File: config.mk
export PLATFORM = sky130hd
export DESIGN_NAME = mpi_ahb3_master
export DESIGN_NICKNAME = d
export VERILOG_FILES = /design/src/rtl/mpi_ahb3_pkg.sv /design/src/rtl/mpi_ahb3_master_txbuf.sv /design/src/rtl/mpi_ahb3_master.sv
export SDC_FILE = /design/constraint.sdc
export NUM_CORES = 1
export LEC_CHECK = 0
export CAP_MARGIN = 20
export CORE_ASPECT_RATIO = 0.7
export CORE_UTILIZATION = 40
export DETAILED_ROUTE_END_ITERATION = 12
export PLACE_DENSITY = 0.61
export RECOVER_POWER = 50
export SYNTH_ARGS = -nofsm -noshare
export SYNTH_HDL_FRONTEND = slang
export SYNTH_SLANG_ARGS = --single-unit
File: constraint.sdc
create_clock -name clk -period 6.25 [get_ports clk]
set_input_delay 1.25 -clock clk [delete_from_list [all_inputs] [get_ports clk]]
set_output_delay 1.25 -clock clk [all_outputs]
set_load 0.01 [all_outputs]
File: src/rtl/mpi_ahb3_pkg.sv
// Shared constants for the mpi_ahb3 AHB3-Lite initiator.
// Bus encodings, MPI register offsets and FSM state codes.
package mpi_ahb3_pkg;

    localparam logic [1:0]  HTRANS_IDLE    = 2'b00;
    localparam logic [1:0]  HTRANS_NONSEQ  = 2'b10;
    localparam logic [2:0]  HSIZE_WORD     = 3'b010;
    localparam logic [2:0]  HBURST_SINGLE  = 3'b000;
    localparam logic [3:0]  HPROT_DATA     = 4'b0011;

    localparam logic [31:0] MPI_REG_DATA   = 32'h0;
    localparam logic [31:0] MPI_REG_STATUS = 32'h4;

    typedef logic [2:0] state_t;

    localparam state_t ST_IDLE    = 3'd0;
    localparam state_t ST_TX_LEN  = 3'd1;
    localparam state_t ST_TX_FLIT = 3'd2;
    localparam state_t ST_RX_STAT = 3'd3;
    localparam state_t ST_RX_LEN  = 3'd4;
    localparam state_t ST_RX_FLIT = 3'd5;

endpackage

File: src/rtl/mpi_ahb3_master_txbuf.sv
// Single-packet outbound flit buffer with fill count.
// pend marks a complete packet (last flit seen or buffer full).
module mpi_ahb3_master_txbuf
    import mpi_ahb3_pkg::*;
#(
    parameter int SIZE = 16,
    parameter int W    = 32
) (
    input  logic                       clk,
    input  logic                       rst,
    input  logic                       push,
    input  logic [W-1:0]               push_flit,
    input  logic                       push_last,
    input  logic                       clear,
    input  logic [$clog2(SIZE)-1:0]    rd_idx,
    output logic [W-1:0]               rd_flit,
    output logic [$clog2(SIZE+1)-1:0]  count,
    output logic                       full,
    output logic                       pend
);

    localparam int AW = $clog2(SIZE);
    localparam int CW = $clog2(SIZE + 1);

    logic [W-1:0] mem [SIZE];

    assign full    = (count == CW'(SIZE));
    assign rd_flit = mem[rd_idx];

    always_ff @(posedge clk) begin
        if (push) begin
            mem[count[AW-1:0]] <= push_flit;
        end
    end

    always_ff @(posedge clk or posedge rst) begin
        if (rst) begin
            count <= '0;
            pend  <= 1'b0;
        end else if (clear) begin
            count <= '0;
            pend  <= 1'b0;
        end else if (push) begin
            count <= count + CW'(1);
            if (push_last || count == CW'(SIZE - 1)) begin
                pend <= 1'b1;
            end
        end
    end

endmodule

File: src/rtl/mpi_ahb3_master.sv
// AHB3-Lite initiator: pushes buffered packets into mpi_ahb3 DATA
// and drains received packets after an interrupt.
module mpi_ahb3_master
    import mpi_ahb3_pkg::*;
#(
    parameter int          NOC_FLIT_WIDTH = 32,
    parameter int          SIZE           = 16,
    parameter logic [31:0] BASE_ADDR      = 32'h0
) (
    input  logic                      clk,
    input  logic                      rst,
    input  logic [NOC_FLIT_WIDTH-1:0] tx_flit,
    input  logic                      tx_last,
    input  logic                      tx_valid,
    output logic                      tx_ready,
    output logic [NOC_FLIT_WIDTH-1:0] rx_flit,
    output logic                      rx_last,
    output logic                      rx_valid,
    input  logic                      rx_ready,
    output logic                      ahb3_hsel_o,
    output logic [31:0]               ahb3_haddr_o,
    output logic [31:0]               ahb3_hwdata_o,
    output logic                      ahb3_hwrite_o,
    output logic [2:0]                ahb3_hsize_o,
    output logic [2:0]                ahb3_hburst_o,
    output logic [3:0]                ahb3_hprot_o,
    output logic [1:0]                ahb3_htrans_o,
    output logic                      ahb3_hmastlock_o,
    input  logic [31:0]               ahb3_hrdata_i,
    input  logic                      ahb3_hready_i,
    input  logic                      ahb3_hresp_i,
    input  logic                      irq_i,
    output logic                      err_o
);

    localparam int AW = $clog2(SIZE);
    localparam int CW = $clog2(SIZE + 1);

    state_t                    state;
    logic                      dphase;
    logic [31:0]               idx;
    logic [31:0]               rx_len;
    logic [31:0]               end_idx;
    logic [CW-1:0]             tx_count;
    logic [NOC_FLIT_WIDTH-1:0] tx_rd;
    logic                      tx_full;
    logic                      tx_pend;
    logic                      tx_push;
    logic                      tx_clear;
    logic                      is_tx;
    logic                      issue_ok;
    logic                      dphase_ok;
    logic                      dphase_err;
    logic                      last_idx;

    assign is_tx    = (state == ST_TX_LEN) || (state == ST_TX_FLIT);
    assign tx_ready = !rst && !tx_full && !tx_pend && !is_tx;
    assign tx_push  = tx_valid && tx_ready;

    // next RX read only once the output register can take its data
    assign issue_ok = (state != ST_IDLE) && !dphase &&
                      (state != ST_RX_FLIT || !rx_valid || rx_ready);

    assign dphase_err = dphase && ahb3_hresp_i;
    assign dphase_ok  = dphase && ahb3_hready_i && !ahb3_hresp_i;

    assign end_idx  = (state == ST_TX_FLIT) ? 32'(tx_count) : rx_len;
    assign last_idx = (idx == end_idx - 32'd1);

    assign tx_clear = (dphase_err && is_tx) ||
                      (dphase_ok && state == ST_TX_FLIT && last_idx);

    mpi_ahb3_master_txbuf #(
        .SIZE (SIZE),
        .W    (NOC_FLIT_WIDTH)
    ) u_txbuf (
        .clk       (clk),
        .rst       (rst),
        .push      (tx_push),
        .push_flit (tx_flit),
        .push_last (tx_last),
        .clear     (tx_clear),
        .rd_idx    (idx[AW-1:0]),
        .rd_flit   (tx_rd),
        .count     (tx_count),
        .full      (tx_full),
        .pend      (tx_pend)
    );

    assign ahb3_hsel_o      = (state != ST_IDLE);
    assign ahb3_haddr_o     = (state == ST_IDLE) ? 32'h0 :
                              BASE_ADDR + ((state == ST_RX_STAT) ?
                              MPI_REG_STATUS : MPI_REG_DATA);
    assign ahb3_htrans_o    = issue_ok ? HTRANS_NONSEQ : HTRANS_IDLE;
    assign ahb3_hwrite_o    = is_tx;
    assign ahb3_hwdata_o    = !(dphase && is_tx) ? 32'h0 :
                              (state == ST_TX_LEN) ? 32'(tx_count) : tx_rd;
    assign ahb3_hsize_o     = HSIZE_WORD;
    assign ahb3_hburst_o    = HBURST_SINGLE;
    assign ahb3_hprot_o     = HPROT_DATA;
    assign ahb3_hmastlock_o = 1'b0;

    always_ff @(posedge clk or posedge rst) begin
        if (rst) begin
            state    <= ST_IDLE;
            dphase   <= 1'b0;
            idx      <= 32'h0;
            rx_len   <= 32'h0;
            rx_flit  <= '0;
            rx_valid <= 1'b0;
            rx_last  <= 1'b0;
            err_o    <= 1'b0;
        end else begin
            err_o <= dphase_err;
            if (rx_valid && rx_ready) begin
                rx_valid <= 1'b0;
                rx_last  <= 1'b0;
            end
            if (issue_ok && ahb3_hready_i) begin
                dphase <= 1'b1;
            end
            if (dphase_err) begin
                state    <= ST_IDLE;
                dphase   <= 1'b0;
                rx_valid <= 1'b0;
                rx_last  <= 1'b0;
            end else if (dphase_ok) begin
                dphase <= 1'b0;
                unique case (state)
                    ST_TX_LEN: begin
                        state <= ST_TX_FLIT;
                        idx   <= 32'h0;
                    end
                    ST_TX_FLIT: begin
                        if (last_idx) state <= ST_IDLE;
                        else          idx   <= idx + 32'd1;
                    end
                    ST_RX_STAT: begin
                        state <= ahb3_hrdata_i[0] ? ST_RX_LEN : ST_IDLE;
                    end
                    ST_RX_LEN: begin
                        rx_len <= ahb3_hrdata_i;
                        idx    <= 32'h0;
                        state  <= (ahb3_hrdata_i == 32'h0) ? ST_IDLE : ST_RX_FLIT;
                    end
                    ST_RX_FLIT: begin
                        rx_flit  <= ahb3_hrdata_i;
                        rx_valid <= 1'b1;
                        rx_last  <= last_idx;
                        if (last_idx) state <= ST_IDLE;
                        else          idx   <= idx + 32'd1;
                    end
                    default: state <= ST_IDLE;
                endcase
            end else if (state == ST_IDLE) begin
                if (tx_pend)    state <= ST_TX_LEN;
                else if (irq_i) state <= ST_RX_STAT;
            end
        end
    end

endmodule

Word level (Yosys, flattened, before mapping)
Memories as Yosys holds them, arrays and structs flattened. Index checks and enable logic that the tools add are counted.

RAM bits: 512. Input port bits: 72. Output and inout port bits: 115. Register bits: 109. Memories kept: 1.

Memories: u_txbuf.mem (depth 16, bits a word 32, rd ports 1, clocked after Yosys merged registers in 0, write ports 1, RTL line mpi_ahb3_master_txbuf.sv:25) `logic [W-1:0] mem [SIZE];`.

Reductions and logical operators: 43. Equal/unequal tests: 11. Bitwise logic cells: 1. Mux-type cells: 35. Add/sub/neg operators: 3.

Operators with widths (count): 32-bit 2-to-1 mux (4); 32-bit case mux with 2 select lines (1); 32-bit by 1-bit adder with 32-bit output, second input constant (1); 32-bit equality test (1); 32-bit zero test (1); 32-bit by 1-bit subtractor with 32-bit output, second input constant (1); 3-bit 2-to-1 mux (10); 1-bit 2-to-1 mux (16); 1-bit logical AND (15); 3-bit case mux with 4 select lines (1); 5-bit 2-to-1 mux (2); 3-bit AND reduction (3); 3-bit nonzero test (3); 1-bit zero test (7); 3-bit by 2-bit equality test with 1-bit output, second input constant (2); 3-bit equality test, second input constant (2); 2-bit nonzero test (3); 5-bit by 1-bit adder with 5-bit output, second input constant (1); 5-bit by 4-bit equality test with 1-bit output, second input constant (1); 5-bit equality test, second input constant (1); 1-bit logical OR (5); 4-bit by 2-bit inequality test with 1-bit output, second input constant (1); 4-bit AND reduction (1); 4-bit nonzero test (1); other kinds (8) (9).

Depth between registers and ports, before layout
Gate-level depths: netlist (run 1).

Depth in word-level cells: 8. Mapped depth: 22.

Modules after synthesis
From an unflattened synthesis (run 1), not the netlist that was laid out.

Cell total of the unflattened synthesis: 1680. Area total of the unflattened synthesis: 26995.9 µm².

Modules (own cells, without submodules): mpi_ahb3_master_txbuf (area an instance 19517.5 µm², cells each 841, sequential area each 15524.9 µm², times used 1); mpi_ahb3_master (area an instance 7478.4 µm², cells each 839, sequential area each 2577.5 µm², times used 1).

Least setup slack after synthesis (run 1)
No wires, ideal clock.

Path type: register to register. From: reg state[2]. To: reg u_txbuf.count[0]. Arrival: 5.169 ns. Data required time: 6.104 ns. Setup slack: 0.935 ns. Path buffers: 6. Stages on the path, launching flop included: 21. Period minus slack after synthesis: 5.315 ns. Cells stage by stage: dfrtp_1 > buf_2 > or3b_1 > buf_2 > buf_2 > buf_2 > clkbuf_1 > clkbuf_1 > nor2_1 > a21oi_1 > ha_1 > inv_1 > nor3_1 > and4_1 > a211oi_1 > mux2_2 > or4_4 > or4_4 > or4_4 > a2111oi_4 > nor3_1.

Word-level cells in the longest chain between the ends: 7. Elaborated cells on any way between the ends: 15.

Ends and longest elaborated chain: start, declared (RTL line mpi_ahb3_master.sv:39) `state_t state;`; start signal, assigned (RTL line mpi_ahb3_master.sv:139) `state <= ahb3_hrdata_i[0] ? ST_RX_LEN : ST_IDLE;`; start signal, assigned (RTL line mpi_ahb3_master.sv:144) `state <= (ahb3_hrdata_i == 32'h0) ? ST_IDLE : ST_RX_FLIT;`; 3-bit by 2-bit equality test with 1-bit output (RTL line mpi_ahb3_master.sv:56, mpi_ahb3_master.sv:67, mpi_ahb3_master.sv:71); 32-bit 2-to-1 mux (RTL line mpi_ahb3_master.sv:67) `assign end_idx = (state == ST_TX_FLIT) ? 32'(tx_count) : rx_len;`; 32-bit by 1-bit subtractor with 32-bit output (RTL line mpi_ahb3_master.sv:68) `assign last_idx = (idx == end_idx - 32'd1);`; 32-bit equality test (RTL line mpi_ahb3_master.sv:68); 1-bit logical AND (RTL line mpi_ahb3_master.sv:71) `(dphase_ok && state == ST_TX_FLIT && last_idx);`; 1-bit logical OR (RTL line mpi_ahb3_master.sv:70) `assign tx_clear = (dphase_err && is_tx) ||`; 5-bit 2-to-1 mux / 2-bit nonzero test (equally long branches); end signal, assigned (RTL line mpi_ahb3_master_txbuf.sv:44) `count <= count + CW'(1);`; end, declared (RTL line mpi_ahb3_master_txbuf.sv:17) `output logic [$clog2(SIZE+1)-1:0] count,`.

Parallel ways exist; a longest one is shown, timed or not. A chain may end at the register's enable or synchronous reset.

Worst setup path in the final report (run 1)
From: reg state[0]. To: reg u_txbuf.pend.

Word-level cells in the longest chain between the ends: 8. Elaborated cells on any way between the ends: 17.

Ends and longest elaborated chain: 3-bit by 2-bit equality test with 1-bit output (RTL line mpi_ahb3_master.sv:56, mpi_ahb3_master.sv:67, mpi_ahb3_master.sv:71); 32-bit 2-to-1 mux (RTL line mpi_ahb3_master.sv:67); 32-bit by 1-bit subtractor with 32-bit output (RTL line mpi_ahb3_master.sv:68); 32-bit equality test (RTL line mpi_ahb3_master.sv:68); 1-bit logical AND (RTL line mpi_ahb3_master.sv:71); 1-bit logical OR (RTL line mpi_ahb3_master.sv:70); 2-bit nonzero test (no source line); 2-bit AND reduction (no source line); end signal, assigned (RTL line mpi_ahb3_master_txbuf.sv:39) `pend <= 1'b0;`; end signal, assigned (RTL line mpi_ahb3_master_txbuf.sv:42) `pend <= 1'b0;`; end signal, assigned (RTL line mpi_ahb3_master_txbuf.sv:46) `pend <= 1'b1;`; end, declared (RTL line mpi_ahb3_master_txbuf.sv:19) `output logic pend`.

Parallel ways exist; a longest one is shown, timed or not.

==> results of run 1 <==
[Yosys cell counts (7+ instances only)]
cell type | number | area (um2)
a211oi_1 | 7 | 52.6
a21oi_1 | 45 | 225
a22oi_1 | 8 | 60.1
a31oi_1 | 8 | 50.1
and2_1 | 9 | 56.3
and3_1 | 20 | 125
buf_1 | 16 | 60.1
buf_2 | 14 | 70.1
buf_4 | 44 | 330
clkbuf_1 | 81 | 304
dfrtp_1 | 109 | 2730
edfxtp_1 | 512 | 15400
ha_1 | 7 | 87.6
inv_1 | 18 | 67.6
mux2_2 | 34 | 383
mux2i_1 | 11 | 110
mux4_2 | 160 | 3600
nand2_1 | 151 | 567
nand2b_1 | 15 | 93.8
nand3_1 | 30 | 150
nand4_1 | 18 | 113
nand4b_1 | 7 | 61.3
nor2_1 | 54 | 203
nor2b_1 | 34 | 213
nor3_1 | 31 | 155
nor4_1 | 34 | 213
o211ai_1 | 8 | 60.1
o21ai_0 | 30 | 150
o31ai_1 | 28 | 210
or2_2 | 8 | 50.1
or3_1 | 17 | 106
or4_1 | 23 | 173
xnor2_1 | 17 | 149
xor2_1 | 10 | 87.6
[layer usage]
| layer | share of wire (%) | routed length, um | global-route usage, % | vias to the layer above |
|---|---|---|---|---|
| met1 | 48 | 34200 | 32.6 | 8340 |
| met5 | 0.060 | 43 | 0 | - |
| met4 | 1.6 | 1130 | 4.24 | 6 |
| met3 | 7.5 | 5400 | 4.27 | 88 |
| li1 | - | - | - | 6980 |
| met2 | 43 | 30900 | 29.7 | 643 |
[flip-flops by register name, indices dropped and copies added, names as in the netlist]
| register | cells |
|---|---|
| idx | 32 |
| rx_valid | 1 |
| u_txbuf.mem | 512 |
| rx_len | 32 |
| rx_flit | 32 |
| rx_last | 1 |
| state | 3 |
| err_o | 1 |
| dphase | 1 |
| u_txbuf.count | 5 |
| u_txbuf.pend | 1 |
[final timing paths]
| check | from | end | slack [ns] | depth (start not counted) |
|---|---|---|---|---|
| min in group asynchronous | rst | err_o$_DFF_PP0_ | 1.93 | 2 |
| worst min register to register | rx_flit[3]$_DFFE_PP0P_ | rx_flit[3]$_DFFE_PP0P_ | 0.48 | 2 |
| worst max-delay path | state[0]$_DFFE_PP0P_ | u_txbuf.pend$_DFFE_PP0P_ | 0.82 | 14 |
| max in group asynchronous | rst | rx_len[22]$_DFFE_PP0P_ | 2.10 | 3 |
| worst min-delay path | rx_flit[3]$_DFFE_PP0P_ | rx_flit[3]$_DFFE_PP0P_ | 0.48 | 2 |
| worst max register to register | state[0]$_DFFE_PP0P_ | u_txbuf.pend$_DFFE_PP0P_ | 0.82 | 14 |
[area by class of cell]
| class | count | share of cell area, % |
|---|---|---|
| clock buffers | 74 | 4.89 |
| clock inverters | 35 | 1.32 |
| flip-flops and latches | 621 | 57.1 |
| repair buffers | 198 | 5.95 |
| inverters | 18 | 0.217 |
| multi-input cells | 951 | 27.0 |
| well taps | 891 | 3.51 |
[worst max-delay path, delay by kind of cell (launching register included)]
kind	cells	cell delay, ns
muxes	1	0.29
and+or+nand+nor	7	3.07
DFF	1	0.55
AOI/OAI and AO/OA	3	0.76
buffers and inverters	2	0.32
adders and majority gates	1	0.29
[where the power goes]
group          total, W  internal, W  leakage [nW]  switching [W]
combinational   0.00340      0.00151          3.67        0.00189
sequential      0.00492      0.00466          6.10       0.000263
clock           0.00363      0.00206         0.955        0.00157
total            0.0119      0.00822          10.7        0.00372
[stage by stage]
step	cell area [um2]	hold WS (ns)	total power, W	utilization (%)
final	31700	0.480	0.0119	47.4
after global routing	31700	0.502	0.0125	47.4
after CTS	31700	0.484	0.0120	47.4
after detailed placement	29700	0.463	0.00835	44.4
after global placement	29700	0.460	0.00836	44.4
after floorplan	27400	0.514	0.00716	-
[kinds of logic after synthesis]
logic type	Yosys count	synth area share, %
AND/OR/NAND/NOR	474	9.18
AO/OA/AOI/OAI	195	4.99
flip-flops	621	66.5
XOR/XNOR	27	0.868
other	2	0.0276
buffers and inverters	174	3.10
multiplexers	205	15.0
adder cells (fa/ha/maj)	7	0.322
==> reports/results.tsv, run 1 <==
stage	metric	value	unit
clock_tree	post-cts resize count	0	
synthesis	Seq/Total Area, Yosys	66.5	%
floorplanning	Rows	79	
grt	grt ovf	0	
synthesis	Unique masters post-synth	82	
placement	placed insts	2676	
routing	final wirelength	71700	um
clock_tree	hold buffer count at CTS	0	
floorplanning	I/O pins	187	
floorplanning	core area	66900	um2
critical_path	Worst path slowest cell	or4_4	
synthesis	Avg Cell Area, Syn	16.0	um2
critical_path	slowest stage delay, CP	0.59	ns
clock_tree	CTS tree	built	
layout	register cell area after layout	18100	um2
critical_path	critical path endpoint category	flop	
placement	Final HPWL DP	45100	um
power_and_ir_drop	Worst VDD drop	0.219	mV
timing	Hold Vio Cnt, Final	0	
layout	FILL cells	5632	
clock_tree	worst skew pair latency	0.64	ns
synthesis	Yosys Warn Count	0	
clock_tree	H-tree lvl count	2	
routing	DR vias	16057	
timing	count of final setup violators	0	
critical_path	Req. time, crit path	6.71	ns
critical_path	Critical Path AT	5.89	ns
floorplanning	Die Footprint	69100	um2
status	status	complete, but fails checks	
placement	gpl congestion	0.969	
layout	commonest non-fill, non-tap cell in the layout	edfxtp_1	
floorplanning	Die W	314	um
routing	initial DRC count	1713	
run	max-cap violations	3	
layout	multi-input logic area	8570	um2
clock_tree	setup bufs post-CTS	0	
grt	first-pass GRT wire length	106000	um
clock_tree	clock sinks	621	
grt	initial antenna violation count	7	
floorplanning	Die H	220	um
timing	TNS Setup	0	ns
clock_tree	Clock Tree Root	clkbuf_16	
timing	post-route minimum period	5.43	ns
layout	area added between synthesis and finish	16.5	%
timing	Tcrit/Tclk final	86.8	%
status	failing checks	capacitance limit, slew limit	
power_and_ir_drop	pwr dens	377	nW/um2
critical_path	CP Cell Sequence	or3b_2 -> buf_4 -> a21oi_1 -> ha_1 -> inv_1 -> nor3_1 -> and4_1 -> a211oi_1 -> mux2_2 -> or4_4 -> or4_4 -> or4_4 -> a2111oi_4 -> nor3_1	
layout	proportion of layout cells with a drive suffix above 1	20.3	%
worst_hold_path	Hold WC Path Type	reg -> reg	
routing	Initial DRT Pass Iterations	6	
timing	worst clock skew	0.0394	ns
timing	Worst-Margin Slew	2.87	ns
clock_tree	Worst-path clk slew	0.06	ns
placement	pre-CTS setup slack	0.898	ns
grt	Total GRT Usage	20.8	%
timing	unrepaired setup endpoints after global routing	false	
clock_tree	clock buffer depth	3	
floorplanning	Initial Utilization	40.7	%
grt	vias in the first global route	15710	
clock_tree	CTS Buf Count	58	
routing	post-route ant nets	0	
synthesis	register bit total from synthesis	621	
synthesis	number of synthesized flops with an enable pin	512	
timing	normalized max-slew margin	-92.5	%
critical_path	kind of critical path	reg -> reg	
routing	DRC violation count after routing	0	
power_and_ir_drop	leakage power	10.7	nW
grt	pin count of the biggest net entering global routing	72	
timing	setup ws final	0.823	ns
routing	vias per cell	5.76	
synthesis	Synth Instances	1705	
critical_path	CP Launch Type	flop	
synthesis	fraction of registers with async set or reset after synthesis	17.6	%
critical_path	most frequent cell on the critical path	or4_4	
critical_path	worst-path maximum fanout	17	
timing	f_max	184	MHz
synthesis	mapped cell area	27200	um2
layout	most frequent cells in the layout	512 x edfxtp_1, 160 x mux4_2, 151 x nand2_1, 107 x clkdlybuf4s50_1, 105 x dfrtp_1	
layout	ANT cells	0	
timing	Slew Limit Fails	132	
layout	final non-filler cell total	2788	
routing	DR WL/cell	25.7	um
layout	final layout net count	1927	
placement	IO buf count	143	
synthesis	Most used DFF post-synth	edfxtp_1	
(Power assumes the default switching activity.)
==> inputs of run 2 (changes only) <==
CAP_MARGIN = unset   (was 20)
SKIP_LAST_GASP = 1   (was unset)
==> reports/results.tsv, run 2 (same netlist as run 1, synthesis figures left out) <==
stage	metric	value	unit	change
placement	IO buf count	143		unchanged
power_and_ir_drop	leakage power	10.7	nW	-0.21%
clock_tree	clock sinks	621		unchanged
routing	final wirelength	71700	um	about the same
power_and_ir_drop	pwr dens	377	nW/um2	about the same
clock_tree	CTS tree	built		
routing	post-route ant nets	0		unchanged
critical_path	kind of critical path	reg -> reg		
critical_path	worst-path maximum fanout	17		unchanged
floorplanning	Die W	314	um	unchanged
timing	count of final setup violators	0		unchanged
layout	max reg flops	512		unchanged
critical_path	most frequent cell on the critical path	or4_4		
power_and_ir_drop	clock network power share	30.4	%	about the same
clock_tree	setup bufs post-CTS	0		unchanged
floorplanning	Die Footprint	69100	um2	unchanged
timing	hold_ws	0.480	ns	-0.000367 ns
power_and_ir_drop	Tot Pwr	0.0119	W	about the same
placement	Final HPWL DP	45100	um	unchanged
power_and_ir_drop	sequential group share of total power	41.3	%	about the same
clock_tree	post-cts resize count	0		unchanged
timing	Tcrit/Tclk final	87.4	%	+0.53 points
timing	f_max	183	MHz	-0.60%
power_and_ir_drop	Worst VDD drop	0.223	mV	+1.8%
timing	Hold Vio Cnt, Final	0		unchanged
critical_path	critical path endpoint category	flop		
clock_tree	H-tree lvl count	2		unchanged
timing	Slew Limit Fails	132		unchanged
critical_path	critical path's top delay family	simple AND/OR/NAND/NOR gates		
power_and_ir_drop	Internal	0.00822	W	about the same
clock_tree	Clock Tree Root	clkbuf_16		
layout	proportion of layout cells with a drive suffix above 1	20.2	%	-0.13 points
timing	post-route minimum period	5.46	ns	+0.0330 ns
timing	TNS Setup	0	ns	unchanged
critical_path	CP Buf/Inv Count	2		unchanged
floorplanning	core area	66900	um2	unchanged
grt	grt ovf	0		unchanged
layout	most frequent cells in the layout	512 x edfxtp_1, 160 x mux4_2, 151 x nand2_1, 107 x clkdlybuf4s50_1, 105 x dfrtp_1		
grt	Total GRT Usage	20.8	%	unchanged
routing	DR WL/cell	25.7	um	about the same
routing	DR vias	16018		-0.24%
status	status	complete, but fails checks		
routing	initial DRC count	1685		-1.6%
routing	vias per cell	5.75		-0.17%
layout	FILL cells	5638		+0.11%
power_and_ir_drop	Net Sw Frac	31.2	%	about the same
layout	register cell area after layout	18100	um2	unchanged
timing	worst clock skew	0.0393	ns	-0.0000983 ns
grt	pin count of the biggest net entering global routing	72		unchanged
floorplanning	Die H	220	um	unchanged
grt	first-pass GRT wire length	106000	um	unchanged
critical_path	CP Launch Type	flop		
floorplanning	Initial Utilization	40.7	%	unchanged
power_and_ir_drop	P_sw	0.00372	W	about the same
timing	unrepaired setup endpoints after global routing	false		
routing	Initial DRT Pass Iterations	6		unchanged
power_and_ir_drop	Logic pwr share	28.3	%	about the same
clock_tree	CTS Buf Count	58		unchanged
placement	gpl congestion	0.969		unchanged
layout	commonest non-fill, non-tap cell in the layout	edfxtp_1		
layout	final layout net count	1924		-0.16%
status	failing checks	capacitance limit, slew limit		
layout	multi-input logic area	8570	um2	unchanged
layout	area added between synthesis and finish	16.3	%	
timing	Worst-Margin Slew	2.87	ns	-0.00214 ns
timing	setup ws final	0.790	ns	-0.0330 ns
critical_path	CP Cell Sequence	or3b_2 -> buf_4 -> a21oi_1 -> ha_1 -> inv_1 -> nor3_1 -> and4_1 -> a211oi_1 -> mux2_2 -> or4_4 -> or4_4 -> or4_4 -> a2111oi_4 -> nor3_1		
placement	pre-CTS setup slack	0.898	ns	unchanged
critical_path	Req. time, crit path	6.71	ns	about the same
critical_path	slowest stage delay, CP	0.59	ns	about the same
grt	initial antenna violation count	7		unchanged
timing	normalized max-slew margin	-92.4	%	+0.14 points
worst_hold_path	Hold WC Path Type	reg -> reg		
clock_tree	worst skew pair latency	0.64	ns	about the same
clock_tree	hold buffer count at CTS	0		unchanged
clock_tree	Worst-path clk slew	0.06	ns	about the same
critical_path	Worst path slowest cell	or4_4		
grt	vias in the first global route	15710		unchanged
clock_tree	clock buffer depth	3		unchanged
critical_path	Critical Path AT	5.92	ns	+0.03 ns
run	max-cap violations	3		unchanged
floorplanning	I/O pins	187		unchanged
routing	DRC violation count after routing	0		unchanged
floorplanning	Rows	79		unchanged
==> run 2: cell types whose count changed in the layout (fill, tap and decap cells not counted), sizes merged <==
cell   previous run  this run
buf              52        49
diode             0         1
==> run 2: cell type report <==
cell class | instances | area share [%]
sequential | 621 | 57.2
tap | 891 | 3.52
multi-input combinational | 951 | 27.1
timing repair buffer | 195 | 5.80
inverter | 18 | 0.217
clock buffer | 74 | 4.90
antenna | 1 | 0.00790
clock inverter | 35 | 1.33
==> run 2: power by group through the flow <==
stage	sequential (W)	combinational, W	clock (W)
CTS	0.00493	0.00335	0.00371
finish	0.00493	0.00338	0.00363
global placement	0.00501	0.00334	0
detailed placement	0.00502	0.00333	0
global route	0.00496	0.00363	0.00386
floorplan	0.00485	0.00230	0
==> run 2: worst paths after layout <==
kind	start	to	slack (ns)	depth (start not counted)
max in group asynchronous	rst	rx_len[22]$_DFFE_PP0P_	2.09	3
worst max-delay path	state[0]$_DFFE_PP0P_	u_txbuf.pend$_DFFE_PP0P_	0.79	14
worst min register to register	rx_flit[3]$_DFFE_PP0P_	rx_flit[3]$_DFFE_PP0P_	0.48	2
min in group asynchronous	rst	err_o$_DFF_PP0_	1.93	2
worst min-delay path	rx_flit[3]$_DFFE_PP0P_	rx_flit[3]$_DFFE_PP0P_	0.48	2
worst max register to register	state[0]$_DFFE_PP0P_	u_txbuf.pend$_DFFE_PP0P_	0.79	14
==> run 2: metal layers <==
metal	vias to the layer above	GRT usage, %	share of wire (%)
li1	6979	-	-
met1	8315	32.6	48
met2	618	29.7	43
met3	100	4.27	7.4
met4	6	4.24	1.7
met5	-	0	0.060
==> run 2: stage by stage <==
step           std cells  util [%]  instance area (um2)
2_1_floorplan       1746         -                27400
3_3_place_gp        2676      44.4                29700
3_5_place_dp        2676      44.4                29700
4_1_cts             2785      47.4                31700
5_1_grt             2785      47.3                31700
6_report            2786      47.3                31700
==> run 2: tightest hold or removal path, delay by kind of cell, from the launching register on <==
family / cells / cell delay (ns)
and+or+nand+nor: 2 / 0.10
DFF: 1 / 0.34
==> inputs of run 3 (changes only) <==
SKIP_LAST_GASP = unset   (was 1)
==> results of run 3 <==
No change in the layout: final DEF, timing and power equal those of run 2.
